==> config.mk <==
export PLATFORM = sky130hd
export DESIGN_NAME = router_reg
export DESIGN_NICKNAME = d
export VERILOG_FILES = /design/src/rtl/router_reg.sv
export SDC_FILE = /design/constraint.sdc
export NUM_CORES = 1
export LEC_CHECK = 0
export BUFFER_PORTS_ARGS = -buffer_cell sky130_fd_sc_hd__clkbuf_2
export CORE_MARGIN = 2
export CORE_UTILIZATION = 31
export CTS_CLUSTER_SIZE = 8
export DETAILED_ROUTE_END_ITERATION = 6
export GPL_ROUTABILITY_DRIVEN = 0
export HOLD_SLACK_MARGIN = 0.03
export PLACE_DENSITY_LB_ADDON = 0.15
export SLEW_MARGIN = 20
export SYNTH_ARGS = -nofsm -noshare
export SYNTH_HDL_FRONTEND = slang
export SYNTH_SLANG_ARGS = --single-unit
==> constraint.sdc <==
create_clock -name clock -period 1.4 [get_ports clock]
set_clock_uncertainty 0.15 [all_clocks]
set_input_delay 0.14 -clock clock [delete_from_list [all_inputs] [get_ports clock]]
set_output_delay 0.14 -clock clock [all_outputs]
set_load 0.01 [all_outputs]
==> src/rtl/router_reg.sv <==
// Datapath register block of the 1x3 packet router: header capture, byte streaming to the
// destination FIFO, hold/replay of the byte that arrives while full, and running parity check.
module router_reg #(
    parameter int DATA_WIDTH = 8
) (
    input  logic                  clock,
    input  logic                  resetn,
    input  logic                  pkt_valid,
    input  logic [DATA_WIDTH-1:0] data_in,
    input  logic                  fifo_full,
    input  logic                  detect_add,
    input  logic                  ld_state,
    input  logic                  laf_state,
    input  logic                  full_state,
    input  logic                  lfd_state,
    input  logic                  rst_int_reg,
    output logic                  err,
    output logic                  parity_done,
    output logic                  low_pkt_valid,
    output logic [DATA_WIDTH-1:0] dout
);

    logic [DATA_WIDTH-1:0] header_hold_r;
    logic [DATA_WIDTH-1:0] ffull_hold_r;
    logic [DATA_WIDTH-1:0] int_parity_r;
    logic [DATA_WIDTH-1:0] pkt_parity_r;
    logic                  addr_ok_s;

    function automatic logic [DATA_WIDTH-1:0] parity_acc(
        input logic [DATA_WIDTH-1:0] acc,
        input logic [DATA_WIDTH-1:0] b
    );
        return acc ^ b;
    endfunction

    // Address 2'b11 is not a valid destination, so its header is never captured.
    assign addr_ok_s = (data_in[1:0] != 2'b11);

    // Header capture and the output byte path, including the byte parked while the FIFO is full.
    always_ff @(posedge clock) begin
        if (!resetn) begin
            header_hold_r <= {DATA_WIDTH{1'b0}};
            ffull_hold_r  <= {DATA_WIDTH{1'b0}};
            dout          <= {DATA_WIDTH{1'b0}};
        end else begin
            if (detect_add && pkt_valid && addr_ok_s) begin
                header_hold_r <= data_in;
            end
            if (lfd_state) begin
                dout <= header_hold_r;
            end else if (ld_state && !fifo_full) begin
                dout <= data_in;
            end else if (ld_state && fifo_full) begin
                ffull_hold_r <= data_in;
            end else if (laf_state) begin
                dout <= ffull_hold_r;
            end
        end
    end

    // Running parity over header and payload, plus capture of the packet's own parity byte.
    always_ff @(posedge clock) begin
        if (!resetn) begin
            int_parity_r <= {DATA_WIDTH{1'b0}};
            pkt_parity_r <= {DATA_WIDTH{1'b0}};
        end else begin
            if (detect_add) begin
                int_parity_r <= {DATA_WIDTH{1'b0}};
            end else if (lfd_state) begin
                int_parity_r <= parity_acc(int_parity_r, header_hold_r);
            end else if (ld_state && pkt_valid && !full_state) begin
                int_parity_r <= parity_acc(int_parity_r, data_in);
            end
            if (ld_state && !pkt_valid) begin
                pkt_parity_r <= data_in;
            end
        end
    end

    // Packet-end status flags; err compares once the parity byte has landed.
    always_ff @(posedge clock) begin
        if (!resetn) begin
            parity_done   <= 1'b0;
            low_pkt_valid <= 1'b0;
            err           <= 1'b0;
        end else begin
            if (detect_add) begin
                parity_done <= 1'b0;
            end else if ((ld_state && !fifo_full && !pkt_valid) ||
                         (laf_state && low_pkt_valid && !parity_done)) begin
                parity_done <= 1'b1;
            end
            if (rst_int_reg) begin
                low_pkt_valid <= 1'b0;
            end else if (ld_state && !pkt_valid) begin
                low_pkt_valid <= 1'b1;
            end
            if (detect_add) begin
                err <= 1'b0;
            end else if (parity_done) begin
                err <= (int_parity_r != pkt_parity_r);
            end
        end
    end

endmodule

==> metrics <==
Power Dens Cells=1030 mW/mm^2; DRT Pass-1 Iters=4; FFs w/ async S/R, synth=0%; worst-case clock buffer depth=2; Rows=28; placed inst area=0.00224 sq mm; ys flop type=dfxtp_1; Slew HR=62.1%; Max Cap Viol=0; Final Total Pwr=0.00250 W; Vias/cell=4.64; Residual DRC=0; vias in the first global route=1,507; worst vdd ir=432 uV; Worst Slack Setup Final=128 ps; mapped cell area=0.00194 sq mm; ANT cells=0; Worst-path clk slew=80 ps; Final Hold Fails=0; Synth Area per Inst=10.0 sq um; Clock Tree Root=clkbuf_8; Setup crit end=dout[3]; Starting Density=32.3%; type of element launching the critical path=primary input; critical register-to-register path startpoint=int_parity_r[2]; critical-path maximum fanout=5; number of synthesized flops with an enable pin=0; cell area after layout=0.00242 sq mm; setup_tns=0 ps; sequential fraction of the synthesis area=44.5%; FF-to-FF setup slack=180 ps; H-tree depth=2; clock sink count=43; DR iter-0 viols=32; Mapped Cells=193; DR WL/cell=14.3 um; Critical Path End Type=register; die area=0.00689 sq mm; CTS buffer count=5; Reg2Reg Depth=4; type of the worst setup path=primary input to register; insertion delay to the later sink of the worst-skew pair=290 ps; core area=0.00599 sq mm; Synth Net Count=211; Ys Warns=0; Unique masters post-synth=32; Final Setup Violations=0; final slew viol count=0; I/O pin cnt=29; reg-to-reg critical path endpoint=err; share of layout cells above drive strength 1=25.4%; Fmax=786 MHz; CTS tree=built; worst slew pin tran=566 ps; Worst Setup SP=data_in[3]; outcome=finished clean; Congestion Overflow GR=0; Final Cycle Share=90.9%; leak pwr=1.06 nW; All-Layer GR Usage=14.1%; Chip Height=83.0 um; critical path arrival=1310 ps; vias after detailed routing=1,463; WL final=4510 um; Die X=83.0 um; initial antenna violation count=0; Post-Place Setup Slack=-124 ps; area grow syn2layout=25.0%; Worst EP required=1440 ps; Worst Hold Class=primary input to register; CTS resizes=0; minimum clock period=1270 ps; global-route wire length before repair=7600 um; FF+latch count, synth=43; Post-DP HPWL=3320 um; nets@finish=257; Antenna Nets Post-Route=0; Buffers on Ports=28; RSZ-0062 raised after global routing=false; largest net degree at the start of global routing=17
metal layers:
metal / share of wire, % / track usage (%) / vias up
met3: 3.0 / 3.28 / 7
met1: 46 / 17.9 / 687
li1: - / - / 746
met2: 49 / 23.1 / 23
met5: 0 / 0 / -
met4: 1.9 / 5.37 / 0
critical path: stages:
cell,delay [ps]
dlygate4sd3_1,530
clkbuf_2,150
mux2_2,270
mux2i_1,120
o21ai_0,90
power breakdown:
part | internal, W | switching, W | total (W)
registers | 0.00127 | 0.0000302 | 0.00130
clock network | 0.000451 | 0.000413 | 0.000863
logic | 0.000172 | 0.000162 | 0.000335
total | 0.00189 | 0.000606 | 0.00250
cells in the mapped netlist (3+ instances only):
| library cell | number | area (sq um) |
|---|---|---|
| o21ai_0 | 7 | 35.0 |
| a22oi_1 | 8 | 60.1 |
| dfxtp_1 | 43 | 861 |
| clkbuf_1 | 4 | 15.0 |
| buf_2 | 3 | 15.0 |
| xor2_1 | 11 | 96.3 |
| a21boi_0 | 8 | 60.1 |
| nor2_1 | 10 | 37.5 |
| mux2i_1 | 24 | 240 |
| nor2b_1 | 17 | 106 |
| nand2_1 | 26 | 97.6 |
| mux2_2 | 8 | 90.1 |
| xnor2_1 | 5 | 43.8 |
flip-flops by register name, indices dropped and copies added, names as in the netlist:
name and count:
dout 8, ffull_hold_r 8, header_hold_r 8, int_parity_r 8, pkt_parity_r 8, err 1, low_pkt_valid 1, parity_done 1
layout by cell type, fill, tap and decap left out, drive strengths merged, types with 10 or more instances in the layout:
master,n
dfxtp,43
clkbuf,36
nand2,26
mux2i,24
nor2b,18
buf,13
xor2,11
nor2,10
final cells by class:
cell class / count / area (sq um)
clock buffer: 8 / 100
fill: 620 / 3570
inverter: 1 / 3.75
multi-input combinational: 139 / 1020
sequential: 43 / 861
tap: 75 / 93.8
timing repair buffer: 49 / 343
worst min path at each step:
stage / from / cells after the start / slack (ps) / end
floorplan: rst_int_reg / 1 / 70 / low_pkt_valid
global placement: rst_int_reg / 2 / 160 / low_pkt_valid
detailed placement: rst_int_reg / 2 / 170 / low_pkt_valid
CTS: pkt_valid / 4 / 60 / parity_done
global route: data_in[1] / 4 / 100 / pkt_parity_r[1]
finish: pkt_valid / 4 / 70 / parity_done
cell families (layout without fill, tap and decap cells):
family	after synthesis	in the layout	share of synthesized area, %
AND/OR/NAND/NOR	63	63	17.7
multiplexers	32	32	17.1
flip-flops	43	43	44.5
XOR/XNOR	16	16	7.24
buffers and inverters	11	58	2.97
AO/OA/AOI/OAI	28	28	10.5
per-stage QoR:
| step | hold slack (ps) | utilization (%) | std cells |
|---|---|---|---|
| floorplan | 66.1 | - | 193 |
| global placement | 159 | 37.4 | 299 |
| detailed placement | 168 | 37.4 | 299 |
| CTS | 62.0 | 40.4 | 315 |
| global route | 98.9 | 40.4 | 315 |
| finish | 71.5 | 40.4 | 315 |
timing repair:
item,in CTS,in global routing
setup buffers,0,0
hold buffers,8,0
hold endpoints to repair,8,0
No activity file was read; power rests on OpenSTA's default activity.
